`config.mk`:
```
export PLATFORM = sky130hd
export DESIGN_NAME = lottery_arbiter
export DESIGN_NICKNAME = d
export VERILOG_FILES = /design/src/rtl/ahb_arb_pkg.sv /design/src/rtl/lottery_pick.sv /design/src/rtl/lottery_arbiter.sv
export SDC_FILE = /design/constraint.sdc
export NUM_CORES = 1
export LEC_CHECK = 0
export ABC_AREA = 1
export ABC_CLOCK_PERIOD_IN_PS = 4700
export CAP_MARGIN = 20
export CELL_PAD_IN_SITES_DETAIL_PLACEMENT = 0
export CELL_PAD_IN_SITES_GLOBAL_PLACEMENT = 2
export CORE_MARGIN = 5
export CORE_UTILIZATION = 33
export CTS_CLUSTER_DIAMETER = 50
export DETAILED_ROUTE_END_ITERATION = 8
export PLACE_DENSITY_LB_ADDON = 0.08
export SLEW_MARGIN = 15
export SYNTH_ARGS = -nofsm -noshare
export SYNTH_HDL_FRONTEND = slang
export SYNTH_HIERARCHICAL = 1
export SYNTH_SLANG_ARGS = --single-unit
```
`constraint.sdc`:
```
create_clock -name clk -period 4.7 [get_ports clk]
set_clock_uncertainty 0.2 [all_clocks]
set_input_delay 1.41 -clock clk [delete_from_list [all_inputs] [get_ports clk]]
set_output_delay 1.41 -clock clk [all_outputs]
set_load 0.05 [all_outputs]
```
`src/rtl/ahb_arb_pkg.sv`:
```
// Shared types and constants for the AHB lottery arbiter.
// Masters are identified by a 2-bit index; grants are one-hot.
package ahb_arb_pkg;

  localparam int NUM_MASTERS = 4;
  localparam int TICKET_W    = 4;
  localparam int IDX_W       = 2;

  typedef enum logic [1:0] {
    ST_IDLE   = 2'd0,
    ST_OWN    = 2'd1,
    ST_LOCKED = 2'd2
  } state_t;

  // Converts a one-hot grant into a master index.
  function automatic logic [IDX_W-1:0] onehot_idx(input logic [NUM_MASTERS-1:0] oh);
    logic [IDX_W-1:0] idx;
    idx = '0;
    for (int i = 0; i < NUM_MASTERS; i++) begin
      if (oh[i]) idx = IDX_W'(i);
    end
    return idx;
  endfunction

endpackage

```
`src/rtl/lottery_pick.sv`:
```
// Combinational winner selection for the lottery arbiter.
// A starving requester beats any ticket; otherwise the largest ticket wins.
module lottery_pick
  import ahb_arb_pkg::*;
#(
  parameter int WAIT_W         = 4,
  parameter int STARVE_LIMIT   = 12,
  parameter int DEFAULT_MASTER = 0
) (
  input  logic [NUM_MASTERS-1:0][TICKET_W-1:0] tickets,
  input  logic [NUM_MASTERS-1:0]               req,
  input  logic [NUM_MASTERS-1:0][WAIT_W-1:0]   wait_cnt,
  output logic [IDX_W-1:0]                     winner,
  output logic                                 any_req
);

  localparam logic [WAIT_W-1:0] LIMIT = WAIT_W'(STARVE_LIMIT);

  logic                starved;
  logic [IDX_W-1:0]    starve_idx;
  logic                found;
  logic [IDX_W-1:0]    best_idx;
  logic [TICKET_W-1:0] best_t;

  // Descending scan for starvation leaves the lowest index; ascending scan
  // with a strict compare keeps the lowest index on ticket ties.
  always_comb begin
    starved    = 1'b0;
    starve_idx = '0;
    found      = 1'b0;
    best_idx   = IDX_W'(DEFAULT_MASTER);
    best_t     = '0;
    for (int i = NUM_MASTERS - 1; i >= 0; i--) begin
      if (req[i] && (wait_cnt[i] >= LIMIT)) begin
        starved    = 1'b1;
        starve_idx = IDX_W'(i);
      end
    end
    for (int i = 0; i < NUM_MASTERS; i++) begin
      if (req[i] && (!found || (tickets[i] > best_t))) begin
        found    = 1'b1;
        best_idx = IDX_W'(i);
        best_t   = tickets[i];
      end
    end
  end

  assign any_req = |req;
  assign winner  = starved ? starve_idx : best_idx;

endmodule

```
`src/rtl/lottery_arbiter.sv`:
```
// AHB-style 4-master arbiter: lottery tickets pick the owner, with tenure
// limit, locked transfers and a starvation guard.
module lottery_arbiter
  import ahb_arb_pkg::*;
#(
  parameter int MAX_TENURE     = 8,
  parameter int STARVE_LIMIT   = 12,
  parameter int WAIT_W         = 4,
  parameter int DEFAULT_MASTER = 0
) (
  input  logic                   clk,
  input  logic                   reset,
  input  logic [TICKET_W-1:0]    t0,
  input  logic [TICKET_W-1:0]    t1,
  input  logic [TICKET_W-1:0]    t2,
  input  logic [TICKET_W-1:0]    t3,
  input  logic [NUM_MASTERS-1:0] hbusreq,
  input  logic [NUM_MASTERS-1:0] hlock,
  input  logic                   hready,
  output logic [NUM_MASTERS-1:0] hgrant,
  output logic [IDX_W-1:0]       hmaster,
  output logic                   hmastlock
);

  localparam int TEN_W = $clog2(MAX_TENURE + 1);
  localparam logic [TEN_W-1:0] TEN_LAST = TEN_W'(MAX_TENURE - 1);
  localparam logic [NUM_MASTERS-1:0] DEFAULT_GRANT = NUM_MASTERS'(1) << DEFAULT_MASTER;

  state_t                           state, state_n;
  logic [TEN_W-1:0]                 tenure, tenure_n;
  logic [NUM_MASTERS-1:0]           grant_n;
  logic [NUM_MASTERS-1:0][WAIT_W-1:0] wait_cnt;
  logic [IDX_W-1:0]                 winner, owner;
  logic                             any_req, others_req;
  logic [NUM_MASTERS-1:0]           win_grant;

  lottery_pick #(
    .WAIT_W        (WAIT_W),
    .STARVE_LIMIT  (STARVE_LIMIT),
    .DEFAULT_MASTER(DEFAULT_MASTER)
  ) u_pick (
    .tickets (({t3, t2, t1, t0})),
    .req     (hbusreq),
    .wait_cnt(wait_cnt),
    .winner  (winner),
    .any_req (any_req)
  );

  assign owner      = onehot_idx(hgrant);
  assign others_req = |(hbusreq & ~hgrant);
  assign win_grant  = NUM_MASTERS'(1) << winner;

  always_ff @(posedge clk or negedge reset) begin
    if (!reset) begin
      state     <= ST_IDLE;
      tenure    <= '0;
      hgrant    <= DEFAULT_GRANT;
      hmaster   <= IDX_W'(DEFAULT_MASTER);
      hmastlock <= 1'b0;
    end else begin
      state  <= state_n;
      tenure <= tenure_n;
      hgrant <= grant_n;
      if (hready) begin
        hmaster   <= owner;
        hmastlock <= hlock[owner] && (state == ST_LOCKED);
      end
    end
  end

  // A dropped request takes priority over tenure expiry; both re-arbitrate.
  always_comb begin
    state_n  = state;
    grant_n  = hgrant;
    tenure_n = tenure;
    if (hready) begin
      case (state)
        ST_IDLE: begin
          tenure_n = '0;
          if (any_req) begin
            grant_n = win_grant;
            state_n = hlock[winner] ? ST_LOCKED : ST_OWN;
          end else begin
            grant_n = DEFAULT_GRANT;
          end
        end
        ST_OWN: begin
          if (hlock[owner]) begin
            state_n = ST_LOCKED;
          end else if (!hbusreq[owner] || ((tenure == TEN_LAST) && others_req)) begin
            tenure_n = '0;
            if (any_req) begin
              grant_n = win_grant;
              state_n = ST_OWN;
            end else begin
              grant_n = DEFAULT_GRANT;
              state_n = ST_IDLE;
            end
          end else if (tenure != '1) begin
            tenure_n = tenure + 1'b1;
          end
        end
        ST_LOCKED: begin
          if (!hlock[owner]) begin
            tenure_n = '0;
            state_n  = ST_OWN;
          end
        end
        default: begin
          state_n  = ST_IDLE;
          grant_n  = DEFAULT_GRANT;
          tenure_n = '0;
        end
      endcase
    end
  end

  // Wait counters run every cycle, independent of hready.
  always_ff @(posedge clk or negedge reset) begin
    if (!reset) begin
      wait_cnt <= '0;
    end else begin
      for (int i = 0; i < NUM_MASTERS; i++) begin
        if (hbusreq[i] && !hgrant[i]) begin
          if (wait_cnt[i] != '1) wait_cnt[i] <= wait_cnt[i] + 1'b1;
        end else begin
          wait_cnt[i] <= '0;
        end
      end
    end
  end

endmodule

```
# Word level (Yosys, flattened, before mapping)
# Index checks and enable logic that the tools add are counted.
word_totals:
  ff_bits: 29
  input_bits: 27
  out_inout_bits: 7
  elab_cells: 127
classes:
  reduce_logical: 31
  n_shift: 1
  add_sub_neg: 5
  order_cmp: 9
  n_bitwise: 3
  mux: 51
  n_eq_ne: 18
op_table:
  columns: ["operator", "count"]
  rows:
  - ["4-bit 2-to-1 mux", 18]
  - ["2-bit 2-to-1 mux", 14]
  - ["4-bit by 1-bit adder with 4-bit output, second input constant", 5]
  - ["4-bit != test, second input constant", 5]
  - ["4-bit >= comparator, second input constant", 4]
  - ["1-bit logical AND", 13]
  - ["1-bit 2-to-1 mux", 13]
  - ["4-bit > comparator", 3]
  - ["4-bit one-hot mux with 3 select lines", 1]
  - ["4-bit AND reduction", 3]
  - ["1-bit zero test", 8]
  - ["2-bit by 1-bit != test with 1-bit output, second input constant", 4]
  - ["2-bit != test, second input constant", 4]
  - ["4-bit one-hot mux with 2 select lines", 1]
  - ["4-bit OR reduction", 2]
  - ["1-bit binary-select mux with 2-bit select", 3]
  - ["2-bit by 3-bit less-than comparator with 1-bit output, second input constant", 2]
  - ["3-bit != test, second input constant", 2]
  - ["2-bit one-hot mux with 3 select lines", 1]
  - ["4-bit bitwise AND", 1]
  - ["4-bit by 3-bit equality test with 1-bit output, second input constant", 1]
  - ["1-bit logical OR", 4]
  - ["4-bit inverter", 1]
  - ["1-bit by 2-bit << shifter with 4-bit output, first input constant", 1]
  - ["4 further kinds", 4]

# Longest topological paths before layout
# Gate-level depths: netlist of run 1.
depth:
  depth_word: 19
  depth_mapped: 44
  mapped_depth_nobuf: 43

# Modules after synthesis
# Netlist of run 1, hierarchy kept.
modules_own_cells:
  columns: ["mod", "seq_area_each_um2", "instances", "cells_each", "area_per_inst_um2"]
  rows:
  - ["lottery_arbiter", 726.9, 1, 215, 1706.6]
  - ["lottery_pick", 0.0, 1, 104, 564.3]

# Least setup slack after synthesis of run 1
# No wires, ideal clock.
synth_path:
  path_kind: "input -> register"
  start: "in hbusreq[0]"
  end: "reg state[0]"
  stages: 37
  slack_ns: -0.468
  required_ns: 4.435
  setup_ns: 0.065
  n_path_buf: 1
  arrival_time_ns: 4.903
  cell_sequence: "buf_4 nand2_1 ha_1 nand2_1 inv_2 nand2_1 nand2_1 nand2_2 nand2_1 nand2_1 nand3_1 and2_1 ha_1 nand2_1 inv_2 nand2_1 nand2_1 nand2_1 nand2_1 nand2_2 or2_0 nand2_1 ha_1 nand2_1 o21ai_0 nand2_1 nand2_1 nand2_1 a21oi_1 inv_1 nand3_1 nand2_1 nor2_1 nor2_1 a21oi_1 nand3_1 nand2_1"
synth_via:
  elab_chain_len: 19
  word_cells_on_any_way: 44
  cone_classes: "3 x order compare; 2 x eq/ne; 22 x mux; 1 x bitwise; 16 x reduce/logical"
synth_lines:
  columns: ["element", "line", "rtl"]
  rows:
  - ["start: declaration", "lottery_arbiter.sv:17", "input logic [NUM_MASTERS-1:0] hbusreq,"]
  - ["4-bit 2-to-1 mux / 1-bit 2-to-1 mux (equally long branches)", "lottery_pick.sv:40", "if (req[i] && (!found || (tickets[i] > best_t))) begin"]
  - ["4-bit > comparator / 1-bit zero test (equally long branches)", "lottery_pick.sv:40", null]
  - ["1-bit logical OR", "lottery_pick.sv:40", null]
  - ["1-bit logical AND", "lottery_pick.sv:40", null]
  - ["4-bit 2-to-1 mux / 1-bit 2-to-1 mux (equally long branches)", "lottery_pick.sv:40", null]
  - ["4-bit > comparator / 1-bit zero test (equally long branches)", "lottery_pick.sv:40", null]
  - ["1-bit logical OR", "lottery_pick.sv:40", null]
  - ["1-bit logical AND", "lottery_pick.sv:40", null]
  - ["[... 4 more ...]", null, null]
  - ["2-bit 2-to-1 mux", "lottery_pick.sv:40", null]
  - ["2-bit 2-to-1 mux (*)", "lottery_pick.sv:49", "assign winner = starved ? starve_idx : best_idx;"]
  - ["via winner[1]", "lottery_arbiter.sv:33", "logic [IDX_W-1:0] winner, owner;"]
  - ["1-bit binary-select mux with 2-bit select (*)", "lottery_arbiter.sv:82", "state_n = hlock[winner] ? ST_LOCKED : ST_OWN;"]
  - ["1-bit 2-to-1 mux (implied by the code) (*)", "lottery_arbiter.sv:82", null]
  - ["2-bit 2-to-1 mux (*)", "lottery_arbiter.sv:82", null]
  - ["2-bit 2-to-1 mux (*)", "lottery_arbiter.sv:80", "if (any_req) begin"]
  - ["2-bit one-hot mux with 3 select lines (*)", "lottery_arbiter.sv:77", "case (state)"]
  - ["end signal: assignment", "lottery_arbiter.sv:61", "state <= state_n;"]
  - ["end: declaration", "lottery_arbiter.sv:29", "state_t state, state_n;"]
# The timed path passes the listed nets; every way through them passes the cells marked *. The select of a mux whose other input is x is not followed.
# A chain may end at the register's enable or synchronous reset.

# Worst setup path in the final report of run 1
# Same ends and word-level chain as after synthesis.

==> results.json, run 1 <==
{
  "cts-root-buf": "clkbuf_8",
  "via_per_instance_ratio": 4.69,
  "grt_util_all_layers": 0.167,
  "route.antenna.remaining_nets": 0,
  "floorplan.initialDensity": 0.336,
  "static-leakage-power_nw": 1.80,
  "die_w_um": 93.0,
  "synth.cell_area_um2": 2270,
  "final_core_utilization": 0.541,
  "ir_drop_mv": 0.269,
  "netlist.area_leader.share": 0.309,
  "ys.warnings.count": 6,
  "maximum_buffer_depth_of_the_clock_tree": 2,
  "pin_count_of_the_biggest_net_entering_global_routing": 30,
  "fin_tns_setup_ns": -2.31,
  "rsz0062_at_grt": "yes",
  "critical-path-slowest-cell": "ha_4",
  "worst_slew_margin_rel": 0.658,
  "grt_remaining_overflow": 0,
  "dr.first_iter.drc_count": 45,
  "register_area_um2": 727,
  "num_rows": 30,
  "timing.critical_path.arrival_ns": 5.15,
  "area_of_the_die_um2": 8640,
  "cts_hold_buffers": 0,
  "top_ff_cell_synth": "dfrtp_1",
  "diodes": 0,
  "cts_htree_levels": 2,
  "pre_cts_slack_ns": -1.19,
  "timing.final.hold_violations": 0,
  "drv_slew": 0,
  "setup_ws_ns": -0.426,
  "fraction_of_the_yosys_area_taken_by_sequential_cells": 0.320,
  "grt_pass1_wl_um": 11500,
  "clock.fmax_ghz": 0.195,
  "core_box_area_um2": 6760,
  "yosys-top-cells-count": "nand2_1 (82), nand3_1 (43), inv_1 (38)",
  "final.period_utilization": 1.09,
  "synth.largest_area_cell": "dfrtp_1",
  "async_flop_share": 1.00,
  "worstSetupStartpointType": "input port",
  "drive_above_1_share": 0.406,
  "finalSetupViolCount": 6,
  "worstSetupPathType": "input port to register",
  "dr.pass1.iters": 4,
  "io_buffer_count": 33,
  "grt_antenna_before_repair": 0,
  "nFillCells": 637,
  "vias": 2363,
  "post-synth-top-count-cell": "nand2_1",
  "clk_pin_slew_worst_paths_ns": 0.06,
  "cts_inserted_buffers": 5,
  "num-nets-final": 467,
  "final_period_demand_of_the_worst_path_ns": 5.13,
  "io_pins": 34,
  "synth.net_count": 363,
  "post_synth_edffs": 0,
  "die_height_um": 93.0,
  "synth_top_cells_by_area": "dfrtp_1 (31%), nand2_1 (14%), nand3_1 (9.5%)",
  "postSynthCellCount": 319,
  "clk-insertion-delay-late_ns": 0.29,
  "yosys_register_bits": 29,
  "drv_cap": 0,
  "cts_tree": "built",
  "worstMarginPinSlew_ns": 0.512,
  "number_of_remaining_drc_errors": 0,
  "hpwl_um": 4630,
  "cell_occurring_most_often_along_the_worst_timing_path": "buf_4",
  "crit_path_max_fanout": 6,
  "worst_setup_path_end_kind": "register",
  "crit_path_max_incr_delay_ns": 0.28,
  "clock_sinks": 29,
  "area_delta_synth_final_pct": 61.0,
  "total_power_divided_by_cell_area_nw_per_um2": 410,
  "global_placer_s_final_weighted_congestion": 0.786,
  "post_synth.cell_area_avg_um2": 7.12,
  "finalWirelength_um": 6820,
  "min-delay-path-class": "register to register",
  "first_global_vias": 2393,
  "multi_input_comb_area_um2": 1740,
  "required_time_of_the_worst_setup_path_ns": 4.72,
  "status": "finished, violations left",
  "wl_per_cell_um": 13.5,
  "post_synth_num_cell_types": 31,
  "violations": "negative setup slack"
}
-- final cells by class --
| cell class | instances | area share |
|---|---|---|
| inverter | 43 | 0.0441 |
| clock buffer | 6 | 0.0226 |
| clock inverter | 2 | 0.0103 |
| timing repair buffer | 98 | 0.222 |
| sequential | 29 | 0.199 |
| multi-input combinational | 246 | 0.475 |
| tap | 80 | 0.0274 |
-- worst max-delay path: cells and delay by family --
family,cells,cell delay [ns]
compound gates,5,0.76
fa+ha+maj,2,0.54
buf+inv,11,1.24
simple gates,17,1.20
-- through the flow --
step | instance area [um2] | hold slack [ns] | cells | total power, mW
floorplan | 2390 | 0.268 | 319 | 0.906
global placement | 2980 | 0.261 | 455 | 1.12
detailed placement | 2980 | 0.274 | 455 | 1.12
CTS | 3530 | 0.290 | 498 | 1.48
global route | 3660 | 0.326 | 504 | 1.62
finish | 3660 | 0.291 | 504 | 1.50
-- logic make-up after synthesis --
| family | share of synthesized area |
|---|---|
| simple gates | 0.403 |
| fa+ha+maj | 0.0937 |
| xor+xnor | 0.0231 |
| flops | 0.320 |
| compound gates | 0.0832 |
| buf+inv | 0.0766 |
-- power breakdown --
part           switching (mW)  internal, mW
registers              0.0650         0.319
clock network           0.103         0.172
logic                   0.511         0.328
-- final timing paths --
kind / to / from / cells past startpoint / slack (ns)
max: state[0]$_DFFE_PN0P_ / hbusreq[0] / 35 / -0.43
max reg2reg: state[0]$_DFFE_PN0P_ / wait_cnt[10]$_DFFE_PN0P_ / 12 / 2.87
min in group asynchronous: wait_cnt[8]$_DFFE_PN0P_ / reset / 2 / 1.31
min reg2reg: hmastlock$_DFFE_PN0P_ / hmastlock$_DFFE_PN0P_ / 1 / 0.29
min: hmastlock$_DFFE_PN0P_ / hmastlock$_DFFE_PN0P_ / 1 / 0.29
max in group asynchronous: hgrant[0]$_DFFE_PN1P_ / reset / 2 / 2.68
-- state kept, by name, summed over array words and instances, names as in the netlist --
register / cells
hmaster: 2
state: 2
hgrant: 4
tenure: 4
hmastlock: 1
wait_cnt: 16
-- metal layers --
| layer | vias up | track usage | share of wire |
|---|---|---|---|
| met5 | - | 0 | 0 |
| met4 | 0 | 0.0403 | 0.010 |
| met3 | 6 | 0.0374 | 0.032 |
| met2 | 32 | 0.275 | 0.48 |
| met1 | 1076 | 0.221 | 0.48 |
| li1 | 1249 | - | - |
-- cells in the final DEF, fill, tap and decap left out, types with 9 or more instances in the layout --
master	synthesis	layout
inv_1	38	34
ha_4	0	10
nor2_1	25	24
nand2_4	4	11
nand2_1	82	61
buf_4	1	65
nand2_2	11	26
clkdlybuf4s50_1	0	24
dfrtp_1	28	28
o21ai_0	12	10
inv_2	5	9
nand3_1	43	33
-- timing repair --
item                       4_1_cts  5_1_grt
resized for setup               62       34
gates cloned                     1        0
buffers inserted                34        7
setup endpoints to repair        6        6
pin swaps                       46       49
(Power assumes the default switching activity.)
==> inputs of run 2 (changes only) <==
Settings changed: ABC_AREA 1 to 0, CORE_UTILIZATION 33 to 35, MAX_ROUTING_LAYER from default to met4.
==> run 2 against run 1 <==
Against the previous run:
- the flow still finishes with violations (negative setup slack)
- non-clock buffer count is 37 lower
- highest routed layer unchanged
- combinational power decreased by 28%
- synthesized cell count is 28% lower
- largest power group unchanged
- count of clock-buffer cells in the layout rose by 1
==> results.json, run 2 <==
{
  "async_flop_share": 1.00,
  "post_synth_num_cell_types": 51,
  "clock_sinks": 29,
  "clock.fmax_ghz": 0.169,
  "drive_above_1_share": 0.300,
  "final_period_demand_of_the_worst_path_ns": 5.91,
  "grt_pass1_wl_um": 8830,
  "floorplan.initialDensity": 0.357,
  "required_time_of_the_worst_setup_path_ns": 4.68,
  "route.met3.wl_um": 258,
  "synth_compound_area_frac": 0.157,
  "crit_path_max_fanout": 6,
  "total_power_divided_by_cell_area_nw_per_um2": 415,
  "worst-r2r-setup-slack_ns": 2.33,
  "finalSetupViolCount": 6,
  "mostFrequentLayoutCells": "dfrtp_1 (28), buf_4 (28), nor2_1 (27), clkdlybuf4s50_1 (23), nand3_1 (17)",
  "diodes": 0,
  "synth-xor-area-share": 0.0167,
  "grt_remaining_overflow": 0,
  "r2r_cells": 5,
  "timing.final.hold_violations": 0,
  "main_combinational_cell_family_by_area_after_synthesis": "simple AND/OR/NAND/NOR gates",
  "grt_antenna_before_repair": 0,
  "placed_area_um2": 2790,
  "synth.net_count": 274,
  "num_rows": 28,
  "worst_setup_path_end_kind": "register",
  "seqPwrFrac": 0.308,
  "die_height_um": 87.5,
  "cts_inserted_buffers": 5,
  "core_box_area_um2": 5890,
  "yosys-top-cells-count": "dfrtp_1 (28), nor2_1 (28), nand3_1 (19)",
  "pre_cts_slack_ns": -1.98,
  "timing.hold.worst_endpoint": "hgrant[0]$_DFFE_PN1P_",
  "clk-insertion-delay-late_ns": 0.28,
  "maximum_buffer_depth_of_the_clock_tree": 2,
  "yosys_register_bits": 29,
  "p_clk_frac": 0.211,
  "num-nets-final": 340,
  "power_switching_uw": 499,
  "cts_htree_levels": 2,
  "worstMarginPinSlew_ns": 0.692,
  "synthAdderAreaFrac": 0.101,
  "worst_slew_margin_rel": 0.538,
  "io_buffer_count": 33,
  "drv_cap": 0,
  "wl_per_cell_um": 14.1,
  "hold_start": "hgrant[0]$_DFFE_PN1P_",
  "multi_input_comb_area_um2": 1520,
  "nFillCells": 567,
  "timing.critical_path.arrival_ns": 5.89,
  "routed-wl-met2_um": 2540,
  "netlist.area_leader.share": 0.334,
  "synth.cell_area_um2": 2100,
  "topRoutingLayerUsed": "met4",
  "basic_gate_share_of_the_synthesized_area_counting_and_or_nand_and_nor_cells": 0.239,
  "synth_top_cells_by_area": "dfrtp_1 (33%), ha_1 (10%), nor2_1 (5.0%)",
  "ys.warnings.count": 6,
  "postSynthCellCount": 230,
  "die_w_um": 87.5,
  "finalWirelength_um": 5230,
  "max_flop_register": "wait_cnt",
  "post_synth.cell_area_avg_um2": 9.13,
  "io_pins": 34,
  "top_ff_cell_synth": "dfrtp_1",
  "post_synth_edffs": 0,
  "dr.first_iter.drc_count": 92,
  "number_of_remaining_drc_errors": 0,
  "worst_flop_to_flop_path_startpoint": "hgrant[1]$_DFFE_PN0P_",
  "routedLengthMet1_um": 2420,
  "worstSetupPathType": "input port to register",
  "via_per_instance_ratio": 5.14,
  "hpwl_um": 4050,
  "layout.cell_area.non_filler_um2": 3040,
  "crit-reg2reg-capture": "hgrant[1]$_DFFE_PN0P_",
  "area_of_the_die_um2": 7650,
  "fraction_of_the_yosys_area_taken_by_sequential_cells": 0.346,
  "power.combinational.fraction": 0.481,
  "cts_tree": "built",
  "setup_ws_ns": -1.21,
  "grt_util_all_layers": 0.149,
  "cts-root-buf": "clkbuf_8",
  "largestRegisters": "wait_cnt: 16 flops, hgrant: 4 flops, tenure: 4 flops",
  "global_placer_s_final_weighted_congestion": 0.769,
  "hold_depth": 2,
  "violations": "negative setup slack",
  "static-leakage-power_nw": 1.35,
  "worstSetupStartpointType": "input port",
  "finalPower_mw": 1.26,
  "internal_power_uw": 760,
  "register_area_um2": 727,
  "rsz0062_at_grt": "yes",
  "status": "finished, violations left",
  "min-delay-path-class": "register to register",
  "ir_drop_mv": 0.227,
  "drv_slew": 0,
  "route.antenna.remaining_nets": 0,
  "pin_count_of_the_biggest_net_entering_global_routing": 30,
  "first_global_vias": 1877,
  "clk_pin_slew_worst_paths_ns": 0.06,
  "area_delta_synth_final_pct": 44.6,
  "vias": 1912,
  "final.period_utilization": 1.26,
  "fin_tns_setup_ns": -5.86,
  "synth.largest_area_cell": "dfrtp_1",
  "synthMuxAreaShare": 0.101,
  "largest_reg_flops": 16,
  "swShare": 0.396,
  "dr.pass1.iters": 4
}
-- run 2: how the worst max path moves through the flow --
| stage | end | slack [ns] | from | depth (start not counted) |
|---|---|---|---|---|
| 6_report | state[0]$_DFFE_PN0P_ | -1.21 | hbusreq[0] | 22 |
| 5_1_grt | state[0]$_DFFE_PN0P_ | -1.38 | hbusreq[0] | 22 |
| 3_3_place_gp | state[0]$_DFFE_PN0P_ | -1.85 | hbusreq[0] | 23 |
| 3_5_place_dp | state[0]$_DFFE_PN0P_ | -1.98 | hbusreq[0] | 23 |
| 2_1_floorplan | state[0]$_DFFE_PN0P_ | -1.16 | hbusreq[0] | 22 |
| 4_1_cts | state[0]$_DFFE_PN0P_ | -1.19 | hbusreq[0] | 23 |
-- run 2: logic make-up (layout without fill, tap and decap cells) --
family | Yosys count | after routing
multiplexers | 17 | 17
adder cells (fa/ha/maj) | 17 | 17
buffers and inverters | 19 | 86
AO/OA/AOI/OAI | 43 | 43
XOR/XNOR | 4 | 4
flip-flops | 29 | 29
AND/OR/NAND/NOR | 101 | 101
-- run 2: power by group through the flow --
stage,Clock (mW),Sequential (mW),Combinational [mW]
2_1_floorplan,0,0.462,0.307
3_3_place_gp,0,0.391,0.570
3_5_place_dp,0,0.390,0.571
4_1_cts,0.275,0.388,0.598
5_1_grt,0.285,0.399,0.662
6_report,0.266,0.388,0.606
-- run 2: layer usage --
metal / vias up / GRT usage
li1: 961 / -
met1: 918 / 0.204
met2: 31 / 0.234
met3: 2 / 0.0293
met4: 0 / 0.0251
met5: - / -
-- run 2: final cells by class --
cell class,instances,area share
Clock buffer,7,0.0284
Multi-Input combinational cell,182,0.500
Inverter,17,0.0218
Timing Repair Buffer,61,0.170
Clock inverter,1,0.00988
Sequential cell,29,0.239
Tap cell,75,0.0309
-- run 2: critical path, stage by stage --
cell,delay (ns)
buf_12,0.11
nand2_2,0.08
ha_4,0.27
nand2_4,0.04
o21bai_4,0.17
a21oi_4,0.25
mux2_4,0.35
ha_4,0.24
nor2b_4,0.12
o211ai_1,0.32
a31oi_4,0.21
mux2_4,0.35
ha_4,0.25
a21oi_2,0.11
nand3_1,0.10
a221o_1,0.36
a21oi_2,0.15
a21oi_2,0.09
mux4_2,0.44
nor4bb_1,0.28
a31oi_1,0.06
o221ai_1,0.10
-- run 2: what timing repair did --
item / CTS / global route
cloned: 0 / 0
setup endpoints to repair: 6 / 6
pin swaps: 24 / 17
buffers inserted: 7 / 5
resized for setup: 33 / 18
hold buffers: 0 / 0
hold endpoints to repair: 0 / 0
-- run 2: metrics by stage --
| step | cells | utilization | hold slack [ns] |
|---|---|---|---|
| floorplan | 230 | - | 0.292 |
| global placement | 354 | 0.474 | 0.274 |
| detailed placement | 354 | 0.474 | 0.269 |
| CTS | 368 | 0.511 | 0.279 |
| global route | 372 | 0.516 | 0.303 |
| finish | 372 | 0.516 | 0.275 |
